File: src/rtl/quant_pkg.sv
// Shared helpers for the activation quantizer/dequantizer pair and their reference models.
package quant_pkg;

  localparam int unsigned DefNoCh   = 10;
  localparam int unsigned DefBwQ    = 3;
  localparam int unsigned DefSBw    = 8;
  localparam int unsigned DefSFrac  = 4;
  localparam int unsigned DefBwOut  = 12;
  localparam int unsigned DefCntBw  = 16;

  // Internal signed width wide enough for code*scale + offset without overflow.
  function automatic int unsigned dq_width(input int unsigned bw_q, input int unsigned s_bw,
                                           input int unsigned bw_out, input int unsigned s_frac);
    int unsigned prod_w;
    int unsigned off_w;
    prod_w = bw_q + s_bw + 1;
    off_w  = bw_out + s_frac;
    return ((prod_w > off_w) ? prod_w : off_w) + 1;
  endfunction

  function automatic logic signed [63:0] sat_signed(input logic signed [63:0] value,
                                                    input int unsigned bw_out);
    logic signed [63:0] hi;
    logic signed [63:0] lo;
    hi = (64'sd1 <<< (bw_out - 1)) - 64'sd1;
    lo = -(64'sd1 <<< (bw_out - 1));
    if (value > hi) return hi;
    if (value < lo) return lo;
    return value;
  endfunction

endpackage

File: src/rtl/dequant_lane.sv
// One channel of the dequantizer: combinational multiply, add offset, floor-shift and clamp.
module dequant_lane
  import quant_pkg::*;
#(
  parameter int unsigned BW_Q   = 3,
  parameter int unsigned S_BW   = 8,
  parameter int unsigned S_FRAC = 4,
  parameter int unsigned BW_OUT = 12
) (
  input  logic        [BW_Q-1:0]          code,
  input  logic signed [S_BW-1:0]          scale,
  input  logic signed [BW_OUT+S_FRAC-1:0] offset,
  output logic signed [BW_OUT-1:0]        value,
  output logic                            sat
);

  localparam int unsigned W = dq_width(BW_Q, S_BW, BW_OUT, S_FRAC);

  logic signed [W-1:0] code_x;
  logic signed [W-1:0] scale_x;
  logic signed [W-1:0] offset_x;
  logic signed [W-1:0] prod;
  logic signed [W-1:0] acc;
  logic signed [W-1:0] shifted;
  logic signed [63:0]  wide;
  logic signed [63:0]  clamped;

  always_comb begin
    code_x   = $signed({{(W-BW_Q){1'b0}}, code});
    scale_x  = {{(W-S_BW){scale[S_BW-1]}}, scale};
    offset_x = {{(W-BW_OUT-S_FRAC){offset[BW_OUT+S_FRAC-1]}}, offset};
    prod     = code_x * scale_x;
    acc      = prod + offset_x;
    // Arithmetic shift floors toward -inf, so -1/16 maps to -1, not 0.
    shifted  = acc >>> S_FRAC;
    wide     = {{(64-W){shifted[W-1]}}, shifted};
    clamped  = sat_signed(wide, BW_OUT);
    value    = clamped[BW_OUT-1:0];
    sat      = (clamped != wide);
  end

endmodule

File: src/rtl/quantize_dequant.sv
// Two-stage valid/ready dequantizer: s1 captures codes and per-channel affine params,
// s2 holds the clamped fixed-point result and feeds the saturation counter.
module quantize_dequant
  import quant_pkg::*;
#(
  parameter int unsigned NO_CH  = 10,
  parameter int unsigned BW_Q   = 3,
  parameter int unsigned S_BW   = 8,
  parameter int unsigned S_FRAC = 4,
  parameter int unsigned BW_OUT = 12,
  parameter int unsigned CNT_BW = 16
) (
  input  logic                                    clk,
  input  logic                                    rst,
  input  logic                                    vld_in,
  output logic                                    rdy_in,
  input  logic [NO_CH-1:0][BW_Q-1:0]              data_in,
  input  logic [NO_CH-1:0][S_BW-1:0]              scale,
  input  logic [NO_CH-1:0][BW_OUT+S_FRAC-1:0]     offset,
  output logic                                    vld_out,
  input  logic                                    rdy_out,
  output logic [NO_CH-1:0][BW_OUT-1:0]            data_out,
  output logic [CNT_BW-1:0]                       sat_cnt
);

  logic                                s1_vld;
  logic [NO_CH-1:0][BW_Q-1:0]          s1_code;
  logic [NO_CH-1:0][S_BW-1:0]          s1_scale;
  logic [NO_CH-1:0][BW_OUT+S_FRAC-1:0] s1_offset;
  logic                                s2_sat;

  logic [NO_CH-1:0][BW_OUT-1:0]        lane_val;
  logic [NO_CH-1:0]                    lane_sat;
  logic                                any_sat;
  logic                                s1_load;
  logic                                s2_load;

  for (genvar i = 0; i < NO_CH; i++) begin : g_lane
    dequant_lane #(
      .BW_Q   (BW_Q),
      .S_BW   (S_BW),
      .S_FRAC (S_FRAC),
      .BW_OUT (BW_OUT)
    ) u_lane (
      .code   (s1_code[i]),
      .scale  ($signed(s1_scale[i])),
      .offset ($signed(s1_offset[i])),
      .value  (lane_val[i]),
      .sat    (lane_sat[i])
    );
  end

  // rdy_in deliberately depends combinationally on rdy_out so a full pipe can stream.
  always_comb begin
    any_sat = |lane_sat;
    s2_load = s1_vld && (!vld_out || rdy_out);
    rdy_in  = !rst && (!s1_vld || s2_load);
    s1_load = vld_in && rdy_in;
  end

  always_ff @(posedge clk) begin
    if (rst) begin
      s1_vld    <= 1'b0;
      s1_code   <= '0;
      s1_scale  <= '0;
      s1_offset <= '0;
      vld_out   <= 1'b0;
      data_out  <= '0;
      s2_sat    <= 1'b0;
      sat_cnt   <= '0;
    end else begin
      if (s1_load) begin
        s1_vld    <= 1'b1;
        s1_code   <= data_in;
        s1_scale  <= scale;
        s1_offset <= offset;
      end else if (s2_load) begin
        s1_vld <= 1'b0;
      end

      if (s2_load) begin
        vld_out  <= 1'b1;
        data_out <= lane_val;
        s2_sat   <= any_sat;
        if (any_sat && (sat_cnt != '1)) begin
          sat_cnt <= sat_cnt + 1'b1;
        end
      end else if (rdy_out) begin
        vld_out <= 1'b0;
      end
    end
  end

  // A flagged vector in s2 always has been counted, since the counter never wraps.
  sat_flag_counted: assert property (@(posedge clk) disable iff (rst) s2_sat |-> (sat_cnt != '0));

endmodule
File: config.mk
export PLATFORM = sky130hd
export DESIGN_NAME = quantize_dequant
export DESIGN_NICKNAME = d
export VERILOG_FILES = /design/src/rtl/quant_pkg.sv /design/src/rtl/dequant_lane.sv /design/src/rtl/quantize_dequant.sv
export SDC_FILE = /design/constraint.sdc
export NUM_CORES = 2
export LEC_CHECK = 0
export ABC_CLOCK_PERIOD_IN_PS = 5000
export CORE_UTILIZATION = 45
export DETAILED_ROUTE_END_ITERATION = 8
export GPL_TIMING_DRIVEN = 0
export PLACE_DENSITY = 0.73
export SYNTH_ARGS = -nofsm -noshare
export SYNTH_HDL_FRONTEND = slang
export SYNTH_SLANG_ARGS = --single-unit
File: constraint.sdc
create_clock -name clk -period 5 [get_ports clk]
set_clock_uncertainty 0.1 [all_clocks]
set_input_delay 1.5 -clock clk [delete_from_list [all_inputs] [get_ports clk]]
set_output_delay 1.5 -clock clk [all_outputs]
set_load 0.02 [all_outputs]
==> run_results.csv <==
group,metric,value,unit
layout,final_area,0.0387,mm2
worst_hold_path,hp-class,"register to register",
run,maxCapViolCount,0,
clock_tree,cts-root-buf,"clkbuf_16",
routing,drt-total-wl,99600,um
pwr,vdd_drop_max,0.000284,V
timing,slew-limit-headroom,0.0684,
placed_design,numPortBuffers,410,
synth,synth_area_leaders,"dfxtp_1, fa_1, ha_1",
synth,netlist.area_leader.share,0.269,
layout,fillers,5942,
pwr,power.total,10.4,mW
synth,yosysUniqueCellTypes,80,
synth,synthesis.area,0.0304,mm2
global_routing,grt_start_max_net_pins,20,
timing,setup_ws,-0.347,ns
clock_tree,clk_pin_slew_worst_paths,0.06,ns
routing,dr.pass1.iters,7,
synth,ys_warn_count,0,
setup_path,cp_data_arrival_time,5.74,ns
timing,hold_viol,0,
synth,syn_avg_cell_area,8.39,um2
floorplanning,die_w,262,um
pwr,p_leak,17.9,nW
clock_tree,numCtsBuffers,49,
layout,finalCoreUtilization,0.584,
timing,rsz0062_at_grt,"yes",
setup_path,criticalPathCategory,"register to register",
layout,syn_to_final_growth,27.5,%
placed_design,dpl_cell_area,0.0357,mm2
setup_path,crit_required,5.39,ns
clock_tree,cts_tree,"yes",
placed_design,dp.cells,4895,
layout,fin_nets,4875,
synth,seq_area_frac_synth,0.269,
timing,hold_slack,0.377,ns
floorplanning,start_util,0.458,
timing,period_needed,5.35,ns
synth,syn_inst,3621,
routing,drc,0,
timing,max_freq,187,MHz
global_routing,antenna_found_initial,3,
synth,synth_common_cells,"nand2_1, inv_1, dfxtp_1",
timing,setup_tns,-4.65,ns
global_routing,grt_pass1_vias,26652,
setup_path,crit_path_start_kind,"register",
timing,finalSetupViolations,16,
synth,synth.most_common_cell,"nand2_1",
floorplanning,dieArea,0.0686,mm2
timing,finalMaxSlewViolations,0,
floorplanning,core-area,0.0663,mm2
global_routing,grt_usage,0.285,
placed_design,place_ws,-1.31,ns
placed_design,gp_congestion,0.927,
run_status,outcome,"complete, but fails checks",
layout,fin_cells,5026,
run_status,violations,"setup timing",
layout,drive_gt1_frac,0.0824,
floorplanning,num_rows,94,
pwr,powerDensity,267,mW/mm2
global_routing,overflow,0,
timing,post-route-period-util,1.07,
routing,wire_per_inst,19.8,um
floorplanning,fp.dieH,262,um
setup_path,endpoint_kind,"register",
routing,first_iter_violations,1853,
floorplanning,io-pin-count,412,
routing,routed-via-count,27148,
global_routing,grt_pass1_wl,150000,um
synth,synth_top_area_cell,"dfxtp_1",
synth,ys_ff_latch,408,
clock_tree,cts.sinks,408,
clock_tree,htreeDepth,2,
routing,final_antenna_net_count,0,
synth,synth_nets,4376,
routing,via_per_inst,5.40,
synth,ys.flop_type,"dfxtp_1",
clock_tree,clk_latency,0.61,ns
clock_tree,clockBufferDepth,3,
setup_path,worst-path-max-fanout,7,
synth,synth_edf_count,0,
synth,synthArstFlopShare,0,
timing,worst_slew_pin_slew,1.40,ns
placed_design,dp_hpwl,75100,um
-- final cells by class --
cell class | instances | area (um2) | share of cell area
multi-input combinational | 2634 | 21100 | 0.544
sequential | 408 | 8220 | 0.212
timing repair buffer | 450 | 4420 | 0.114
inverter | 415 | 1560 | 0.0402
clock buffer | 63 | 1400 | 0.0362
tap | 864 | 1080 | 0.0279
buffer | 162 | 651 | 0.0168
clock inverter | 29 | 334 | 0.00862
antenna | 1 | 2.50 | 0.0000646
-- cell families (layout without fill, tap and decap cells) --
logic type               count (synthesis)  in the layout  synth area share
AND/OR/NAND/NOR                       1363           1363             0.225
AO/OA/AOI/OAI                          637            637             0.138
buffers and inverters                  579           1119            0.0721
adder cells (fa/ha/maj)                500            500             0.256
flip-flops                             408            408             0.269
XOR/XNOR                               116            116            0.0334
multiplexers                            18             18           0.00663
other                                    0              1                 0
-- path summary, 6_finish.rpt --
kind              cells after the start            from              to  slack [ns]
setup / recovery                     19     s1_code[10]      sat_cnt[4]       -0.35
setup reg to reg                     19     s1_code[10]      sat_cnt[4]       -0.35
hold / removal                        2  s1_offset[112]  s1_offset[112]        0.38
hold reg to reg                       2  s1_offset[112]  s1_offset[112]        0.38
-- critical path, stage by stage (launching register included) --
cell and delay, ns:
dfxtp_4 0.37, and2_4 0.16, ha_4 0.25, inv_2 0.03, fa_1 0.53, inv_1 0.05
fa_1 0.44, ha_1 0.31, nand4_1 0.12, o211ai_2 0.30, a31oi_4 0.14, o31ai_4 0.23
and3b_2 0.27, nor4_4 0.45, o2111ai_2 0.17, or4_4 0.45, nor3_4 0.30, buf_6 0.20
nor2_2 0.05, mux2_4 0.29
-- flip-flops by register name, indices dropped and copies added (netlist names) --
register,count
s1_vld,1
s1_scale,80
s1_offset,160
data_out,120
s1_code,30
vld_out,1
sat_cnt,16
-- layer usage --
layer  share of wire  track usage  vias up  routed length, um
li1                -            -    13025                  -
met5               0            0        -                  0
met1            0.43        0.370    13105              42800
met4           0.041        0.111        0               4050
met2            0.46        0.474      838              46100
met3           0.066       0.0466      180               6620
-- placed cells by master, fill, tap and decap left out, types with 11 or more instances in the layout --
master           synthesis  final
and2_4                   0     11
nor3_1                  35     31
xnor2_1                 77     74
nor2_1                 220    218
o31ai_1                 77     75
dfxtp_2                  0     11
buf_4                    2     38
dfxtp_4                  0     11
o21ai_0                130    121
ha_4                     0     35
a211oi_1               120    117
inv_1                  415    407
clkbuf_2                 0     11
nand3_1                 30     30
nand2_1                543    541
nand2b_1                20     20
clkdlybuf4s50_1          0    410
fa_1                   210    209
a21o_1                  43     42
a21oi_1                162    153
xor2_1                  39     35
and2_1                 211    197
and3_1                  15     14
maj3_1                  19     19
nand3b_1               201    201
clkbuf_16                0     51
nand4_1                 13     13
ha_1                   271    231
dfxtp_1                408    386
o21a_1                  24     24
nor2b_1                 29     29
clkbuf_1               149    139
-- repair_timing --
action	in CTS	in global routing
pin swaps	57	19
resized for setup	154	61
hold buffers	0	0
setup buffers	30	10
cloned	0	0
setup endpoints to repair	143	73
-- power by group --
part           internal [mW]  switching (mW)  leakage (nW)
Combinational           1.18            1.56          13.6
Clock                   2.30            1.59         0.838
Sequential              3.50           0.239          3.38
Total                   6.97            3.38          17.9
No activity file was read; power rests on OpenSTA's default activity.
